**config.mk**
```make
export PLATFORM = sky130hd
export DESIGN_NAME = vid_timing_gen
export DESIGN_NICKNAME = d
export VERILOG_FILES = /design/src/rtl/vid_timing_gen.sv
export SDC_FILE = /design/constraint.sdc
export NUM_CORES = 1
export LEC_CHECK = 0
export ABC_AREA = 1
export BUFFER_PORTS_ARGS = -buffer_cell sky130_fd_sc_hd__buf_2
export CAP_MARGIN = 0
export CORE_AREA = 2 2 233 258
export DETAILED_ROUTE_END_ITERATION = 8
export DIE_AREA = 0 0 235 260
export PLACE_DENSITY = 0.64
export SYNTH_ARGS = -nofsm -noshare
export SYNTH_HDL_FRONTEND = slang
export SYNTH_SLANG_ARGS = --single-unit
```
**constraint.sdc**
```tcl
create_clock -name clk -period 10.4 [get_ports clk]
set_input_delay 1.56 -clock clk [delete_from_list [all_inputs] [get_ports clk]]
set_output_delay 1.56 -clock clk [all_outputs]
set_load 0.005 [all_outputs]
```
**src/rtl/vid_timing_gen.sv**
```systemverilog
// vid_timing_gen - programmable raster timing engine.
//
// Holds the control/timing register file, counts pixels and lines on a
// divided pixel tick, decodes sync/blank/pixel-valid and issues one
// line-fetch request per displayed line to the pixel fetch logic.
// Timing registers are double-buffered: software writes the live copy,
// and the engine only uses it after a frame boundary.
//
// Ports:
//   clk          system clock
//   reset        synchronous, active-low reset
//   wr_en        register write strobe
//   wr_addr      register byte offset
//   wr_data      register write data
//   line_ack     fetch logic accepted line_req
//   hsync/vsync  sync outputs, programmable polarity
//   hblank/vblank  blanking, active high
//   pix_valid    one-cycle strobe per displayed pixel
//   hcount/vcount  pixel column / line, aligned with the decoded outputs
//   frame_start  one-cycle pulse at pixel (0,0)
//   line_req     line fetch request, held until line_ack
//   line_addr    start address of the requested line
//   busy         engine is running or finishing a frame after stop
module vid_timing_gen #(
    parameter int CW  = 13,
    parameter int AW  = 32,
    parameter int PDW = 6
) (
    input  logic          clk,
    input  logic          reset,
    input  logic          wr_en,
    input  logic [7:0]    wr_addr,
    input  logic [AW-1:0] wr_data,
    input  logic          line_ack,
    output logic          hsync,
    output logic          hblank,
    output logic          vsync,
    output logic          vblank,
    output logic          pix_valid,
    output logic [CW-1:0] hcount,
    output logic [CW-1:0] vcount,
    output logic          frame_start,
    output logic          line_req,
    output logic [AW-1:0] line_addr,
    output logic          busy
);

    localparam logic [7:0] ADDR_CR      = 8'h00;
    localparam logic [7:0] ADDR_H1      = 8'h28;
    localparam logic [7:0] ADDR_H2      = 8'h30;
    localparam logic [7:0] ADDR_V1      = 8'h38;
    localparam logic [7:0] ADDR_V2      = 8'h40;
    localparam logic [7:0] ADDR_BASE    = 8'h48;
    localparam logic [7:0] ADDR_LINEINC = 8'h50;

    localparam logic [CW-1:0]  CW_ONE  = CW'(1);
    localparam logic [PDW-1:0] PDW_ONE = PDW'(1);

    typedef enum logic [1:0] {
        IDLE = 2'd0,
        RUN  = 2'd1,
        STOP = 2'd2
    } state_t;

    state_t state_reg, state_next;

    // Live register file
    logic           cr_en_reg, cr_hpol_reg, cr_vpol_reg;
    logic [PDW-1:0] cr_pcnt_reg;
    logic [CW-1:0]  hend_reg, hsize_reg, hs_end_reg, hs_start_reg;
    logic [CW-1:0]  vend_reg, vsize_reg, vs_end_reg, vs_start_reg;
    logic [AW-1:0]  base_reg, lineinc_reg;

    // Frame-latched copies used by the engine. BASE has no separate shadow:
    // its only consumer, addr_acc, latches it at exactly the shadow-load points.
    logic [CW-1:0]  hend_sh_reg, hsize_sh_reg, hs_end_sh_reg, hs_start_sh_reg;
    logic [CW-1:0]  vend_sh_reg, vsize_sh_reg, vs_end_sh_reg, vs_start_sh_reg;
    logic [AW-1:0]  lineinc_sh_reg;

    // Counters
    logic [PDW-1:0] presc_reg;
    logic [CW-1:0]  h_cnt_reg, v_cnt_reg;

    // Registered outputs
    logic           hsync_reg, vsync_reg, hblank_reg, vblank_reg;
    logic           pix_valid_reg, frame_start_reg;
    logic [CW-1:0]  hcount_reg, vcount_reg;

    // Line fetch
    logic [AW-1:0]  addr_acc_reg, line_addr_reg;
    logic           line_req_reg;

    logic           tick, line_wrap, frame_wrap, shadow_load;
    logic [CW-1:0]  h_next_val, v_next_val;
    logic           h_disp, v_disp, hs_win, vs_win;
    logic           req_event, ack_fire;
    logic [AW-1:0]  acc_after_ack, acc_next, addr_next;
    logic           req_next;

    logic           wr_data_unused;
    assign wr_data_unused = ^wr_data;

    // ------------------------------------------------------------------
    // Register writes
    // ------------------------------------------------------------------
    always_ff @(posedge clk) begin
        if (!reset) begin
            cr_en_reg    <= 1'b0;
            cr_hpol_reg  <= 1'b0;
            cr_vpol_reg  <= 1'b0;
            cr_pcnt_reg  <= '0;
            hend_reg     <= '0;
            hsize_reg    <= '0;
            hs_end_reg   <= '0;
            hs_start_reg <= '0;
            vend_reg     <= '0;
            vsize_reg    <= '0;
            vs_end_reg   <= '0;
            vs_start_reg <= '0;
            base_reg     <= '0;
            lineinc_reg  <= '0;
        end else if (wr_en) begin
            case (wr_addr)
                ADDR_CR: begin
                    cr_en_reg   <= wr_data[3];
                    cr_pcnt_reg <= wr_data[4 +: PDW];
                    cr_hpol_reg <= wr_data[16];
                    cr_vpol_reg <= wr_data[17];
                end
                ADDR_H1: begin
                    hend_reg  <= wr_data[0 +: CW];
                    hsize_reg <= wr_data[CW +: CW];
                end
                ADDR_H2: begin
                    hs_end_reg   <= wr_data[0 +: CW];
                    hs_start_reg <= wr_data[CW +: CW];
                end
                ADDR_V1: begin
                    vend_reg  <= wr_data[0 +: CW];
                    vsize_reg <= wr_data[CW +: CW];
                end
                ADDR_V2: begin
                    vs_end_reg   <= wr_data[0 +: CW];
                    vs_start_reg <= wr_data[CW +: CW];
                end
                ADDR_BASE:    base_reg    <= wr_data;
                ADDR_LINEINC: lineinc_reg <= wr_data;
                default: ;
            endcase
        end
    end

    // ------------------------------------------------------------------
    // Tick and counter next values
    // ------------------------------------------------------------------
    assign tick        = (state_reg != IDLE) && (presc_reg == cr_pcnt_reg);
    assign h_next_val  = (h_cnt_reg == hend_sh_reg) ? '0 : h_cnt_reg + CW_ONE;
    assign v_next_val  = (v_cnt_reg == vend_sh_reg) ? '0 : v_cnt_reg + CW_ONE;
    assign line_wrap   = tick && (h_cnt_reg == hend_sh_reg);
    assign frame_wrap  = line_wrap && (v_cnt_reg == vend_sh_reg);
    assign shadow_load = ((state_reg == IDLE) && cr_en_reg) || frame_wrap;

    // ------------------------------------------------------------------
    // State machine
    // ------------------------------------------------------------------
    always_ff @(posedge clk) begin
        if (!reset) state_reg <= IDLE;
        else        state_reg <= state_next;
    end

    always_comb begin
        state_next = state_reg;
        case (state_reg)
            IDLE: if (cr_en_reg) state_next = RUN;
            RUN:  if (!cr_en_reg) state_next = STOP;
            STOP: begin
                if (cr_en_reg)       state_next = RUN;
                else if (frame_wrap) state_next = IDLE;
            end
            default: state_next = IDLE;
        endcase
    end

    // ------------------------------------------------------------------
    // Shadow registers (non-blocking: a same-edge write lands next frame)
    // ------------------------------------------------------------------
    always_ff @(posedge clk) begin
        if (!reset) begin
            hend_sh_reg     <= '0;
            hsize_sh_reg    <= '0;
            hs_end_sh_reg   <= '0;
            hs_start_sh_reg <= '0;
            vend_sh_reg     <= '0;
            vsize_sh_reg    <= '0;
            vs_end_sh_reg   <= '0;
            vs_start_sh_reg <= '0;
            lineinc_sh_reg  <= '0;
        end else if (shadow_load) begin
            hend_sh_reg     <= hend_reg;
            hsize_sh_reg    <= hsize_reg;
            hs_end_sh_reg   <= hs_end_reg;
            hs_start_sh_reg <= hs_start_reg;
            vend_sh_reg     <= vend_reg;
            vsize_sh_reg    <= vsize_reg;
            vs_end_sh_reg   <= vs_end_reg;
            vs_start_sh_reg <= vs_start_reg;
            lineinc_sh_reg  <= lineinc_reg;
        end
    end

    // ------------------------------------------------------------------
    // Prescaler and raster counters
    // ------------------------------------------------------------------
    always_ff @(posedge clk) begin
        if (!reset || (state_reg == IDLE)) begin
            presc_reg <= '0;
            h_cnt_reg <= '0;
            v_cnt_reg <= '0;
        end else begin
            // >= so that lowering pcnt while running cannot strand the prescaler
            presc_reg <= (presc_reg >= cr_pcnt_reg) ? '0 : presc_reg + PDW_ONE;
            if (tick) begin
                h_cnt_reg <= h_next_val;
                if (line_wrap) v_cnt_reg <= v_next_val;
            end
        end
    end

    // ------------------------------------------------------------------
    // Decode: registered, hcount/vcount outputs delayed with them
    // ------------------------------------------------------------------
    assign h_disp = h_cnt_reg < hsize_sh_reg;
    assign v_disp = v_cnt_reg < vsize_sh_reg;
    assign hs_win = (h_cnt_reg >= hs_start_sh_reg) && (h_cnt_reg < hs_end_sh_reg);
    assign vs_win = (v_cnt_reg >= vs_start_sh_reg) && (v_cnt_reg < vs_end_sh_reg);

    always_ff @(posedge clk) begin
        if (!reset) begin
            hsync_reg       <= 1'b0;
            vsync_reg       <= 1'b0;
            hblank_reg      <= 1'b1;
            vblank_reg      <= 1'b1;
            pix_valid_reg   <= 1'b0;
            frame_start_reg <= 1'b0;
            hcount_reg      <= '0;
            vcount_reg      <= '0;
        end else if (state_reg == IDLE) begin
            hsync_reg       <= cr_hpol_reg;
            vsync_reg       <= cr_vpol_reg;
            hblank_reg      <= 1'b1;
            vblank_reg      <= 1'b1;
            pix_valid_reg   <= 1'b0;
            frame_start_reg <= 1'b0;
            hcount_reg      <= '0;
            vcount_reg      <= '0;
        end else begin
            hsync_reg       <= hs_win ^ cr_hpol_reg;
            vsync_reg       <= vs_win ^ cr_vpol_reg;
            hblank_reg      <= !h_disp;
            vblank_reg      <= !v_disp;
            pix_valid_reg   <= tick && h_disp && v_disp;
            frame_start_reg <= tick && (h_cnt_reg == '0) && (v_cnt_reg == '0);
            hcount_reg      <= h_cnt_reg;
            vcount_reg      <= v_cnt_reg;
        end
    end

    // ------------------------------------------------------------------
    // Line fetch requests. The request made during line v is for line v+1,
    // so line 0 of the next frame is requested while vcount == vend.
    // ------------------------------------------------------------------
    assign req_event     = tick && (h_next_val == hsize_sh_reg) && (v_next_val < vsize_sh_reg);
    assign ack_fire      = line_req_reg && line_ack;
    assign acc_after_ack = ack_fire ? addr_acc_reg + lineinc_sh_reg : addr_acc_reg;

    always_comb begin
        acc_next  = acc_after_ack;
        req_next  = line_req_reg && !line_ack;
        addr_next = line_addr_reg;
        if (req_event) begin
            if (line_req_reg && !line_ack) begin
                // previous request still pending: drop this line, skip its address
                acc_next = acc_after_ack + lineinc_sh_reg;
            end else begin
                req_next  = 1'b1;
                addr_next = acc_after_ack;
            end
        end
        // base_reg is the value the timing shadows latch on this same edge
        if (frame_wrap) acc_next = base_reg;
    end

    always_ff @(posedge clk) begin
        if (!reset) begin
            addr_acc_reg  <= '0;
            line_addr_reg <= '0;
            line_req_reg  <= 1'b0;
        end else if (state_reg == IDLE) begin
            line_req_reg <= 1'b0;
            if (cr_en_reg) addr_acc_reg <= base_reg;
        end else begin
            addr_acc_reg  <= acc_next;
            line_addr_reg <= addr_next;
            line_req_reg  <= req_next;
        end
    end

    assign hsync       = hsync_reg;
    assign vsync       = vsync_reg;
    assign hblank      = hblank_reg;
    assign vblank      = vblank_reg;
    assign pix_valid   = pix_valid_reg;
    assign frame_start = frame_start_reg;
    assign hcount      = hcount_reg;
    assign vcount      = vcount_reg;
    assign line_req    = line_req_reg;
    assign line_addr   = line_addr_reg;
    assign busy        = (state_reg != IDLE);

endmodule

```
==> results.yml <==
timing:
  fin_crit_ns: 5.16
  rsz0062_at_grt: "no"
  clock.fmax_ghz: 0.194
  holdWs_ns: 0.444
  min_period_over_period: 0.497
  setup_ws_ns: 5.24
  relSlewSlack: 0.325
  hold_viol_final: 0
  tns_ns: 0
  setup_viol: 0
  fin_skew_ns: 0.0307
  tightestPinTransition_ns: 1.01
  slew_viol_final: 0
die:
  dieWidth_um: 235
  core_area_um2: 58300
  die_y_um: 260
  die_area_um2: 61100
  row_count: 93
  start_util: 0.397
  ios: 110
global_routing:
  antenna_found_initial: 0
  grt_max_degree: 110
  grt_pass1_wl_mm: 114
  overflow: 0
  grt_pass1_vias: 19900
  grt_util_all_layers: 0.236
flow_run:
  cap_violations: 0
setup_path:
  required_ns: 10.92
  cp_slowest_stage_delay_ns: 0.50
  crit_arrival_ns: 5.68
  cp-start-kind: "flop"
  crit_top_cell: "nand2_1"
  crit_fanout: 4
  cp-end-kind: "flop"
  slowest_stage: "o21ai_0"
  crit_type: "reg -> reg"
cts:
  cts_resized: 0
  cts_tree: "yes"
  postCtsSetupRepairBufs: 0
  hold_buffers: 0
  clkTransAtPathRegs_ns: 0.06
  clock_latency_ns: 0.62
  h-tree-depth: 2
  clockBufferDepth: 3
  cts.sinks: 444
  cts_root_buffer: "clkbuf_16"
  cts_made_buffers: 49
power_and_ir_drop:
  total_power_mw: 3.73
  ir_drop_v: 0.000123
  power_leakage_nw: 11.2
  swShare: 0.225
  powerDensity_nw_per_um2: 143
  pwr-share-comb: 0.030
  p_seq_frac: 0.458
  p_switching_mw: 0.841
  clkPwrFrac: 0.512
  power.internal_mw: 2.89
detailed_routing:
  drc: 0
  viasPerCell: 5.31
  ant_nets: 0
  routed_wl_mm: 72.9
  drt_iter0_markers: 1642
  wire_per_inst_um: 18.2
  dr.pass1.iters: 7
  vias: 21300
placed_design:
  place_congestion: 0.923
  hpwl_mm: 51.8
  io_buffers: 109
  place_area_um2: 24300
  dp_cells: 3923
  dp_slack_ns: 4.89
synthesis:
  ys.flop_type: "dfxtp_1"
  syn_area_per_cell_um2: 7.28
  netlist_area_um2: 23100
  synth-edff-count: 0
  synth_cell_types: 51
  synthArstFlopShare: 0
  seq_area_frac_synth: 0.384
  synth_nets: 3385
  yosys_warnings: 0
  synth-seq-cells: 444
  synth_cells: 3175
final_layout:
  postLayoutCellArea_um2: 26100
  fillerInstances: 6007
  area_growth_pct: 12.7
  utilization: 0.447
  fin_nets: 3424
  fin_cells: 4012
  drive_gt1_frac: 0.0898
  n_antenna_cell: 0
outcome:
  status: "finished clean"
hold_path:
  min_path_type: "reg -> reg"
per-layer routing:
layer,part of all wire,track usage
met2,0.47,0.402
met3,0.046,0.0319
met1,0.45,0.305
met4,0.036,0.0853
met5,0,0
power groups by stage:
| stage | logic [mW] | registers, mW | clock network (mW) |
|---|---|---|---|
| finish | 0.112 | 1.71 | 1.91 |
| global route | 0.124 | 1.71 | 2.02 |
| CTS | 0.113 | 1.71 | 1.95 |
| detailed placement | 0.113 | 1.75 | 0 |
| global placement | 0.113 | 1.75 | 0 |
| floorplan | 0.0669 | 1.75 | 0 |
logic make-up (layout without fill, tap and decap cells):
logic type,Yosys count,after routing,share of synthesized area
AOI/OAI and AO/OA,985,985,0.227
xor gates and xnor gates,57,57,0.0219
adders and majority gates,166,166,0.0905
buffers and inverters,480,557,0.0815
DFF,444,444,0.384
muxes,13,13,0.00563
and+or+nand+nor,1030,1030,0.189
synth_stat cells, drive strengths merged (5+ instances only):
library cell	number	area (um2)
xor2	30	263
o21a	18	135
a211oi	68	510
nor4	11	68.8
a21o	10	75.1
and2	5	31.3
nor3	26	145
a21oi	427	2150
or2	29	181
nand2	410	1540
mux2i	13	130
xnor2	27	244
o21ai	435	2180
o211ai	6	45.0
nand4	41	263
nand3	114	598
inv	325	1220
clkbuf	125	469
nor2	383	1460
dfxtp	444	8890
ha	164	2050
buf	27	183
path summary, 6_finish.rpt:
path / depth (start not counted) / endpoint / start / slack, ns
max: 29 / addr_acc_reg[26] / addr_acc_reg[0] / 5.24
min: 2 / line_addr[24] / line_addr[24] / 0.44
max reg2reg: 29 / addr_acc_reg[26] / addr_acc_reg[0] / 5.24
min reg2reg: 2 / line_addr[24] / line_addr[24] / 0.44
critical path: cells and delay by family (launching register included):
kind,cells,cell delay [ns]
AO/OA/AOI/OAI,7,1.89
adder cells (fa/ha/maj),3,0.95
buffers and inverters,4,0.32
flip-flops,1,0.38
AND/OR/NAND/NOR,15,1.51
placed cells by master (no fill, tap or decap), types with 4 or more instances in the layout:
| cell | instances |
|---|---|
| and2_1 | 5 |
| nand3_1 | 110 |
| nor4_1 | 9 |
| o21ai_1 | 33 |
| inv_1 | 315 |
| o21a_1 | 18 |
| nor2_2 | 5 |
| bufinv_16 | 7 |
| a211oi_1 | 68 |
| nor2_4 | 5 |
| xor2_1 | 30 |
| clkbuf_1 | 5 |
| ha_1 | 164 |
| clkbuf_16 | 49 |
| o21bai_1 | 4 |
| buf_2 | 108 |
| o21ai_0 | 402 |
| xnor2_1 | 26 |
| nor3_2 | 5 |
| or2_2 | 27 |
| nor3_1 | 21 |
| nand4_1 | 40 |
| clkbuf_8 | 16 |
| a31oi_1 | 4 |
| o211ai_1 | 6 |
| clkinv_2 | 9 |
| inv_2 | 9 |
| a21oi_1 | 424 |
| o2111ai_1 | 4 |
| nor3b_1 | 4 |
| dfxtp_1 | 444 |
| mux2i_1 | 13 |
| nor2_1 | 373 |
| nand2_1 | 410 |
| buf_4 | 31 |
| a21o_1 | 10 |
final cells by class:
cell class,instances,area (um2),share of cell area
multi-input cells,2251,12400,0.476
flip-flops and latches,444,8890,0.341
clock buffers,70,1470,0.0562
inverters,328,1230,0.0473
well taps,760,951,0.0365
repair buffers,140,785,0.0301
clock inverters,19,329,0.0126
Power figures use the tool's default switching activity.
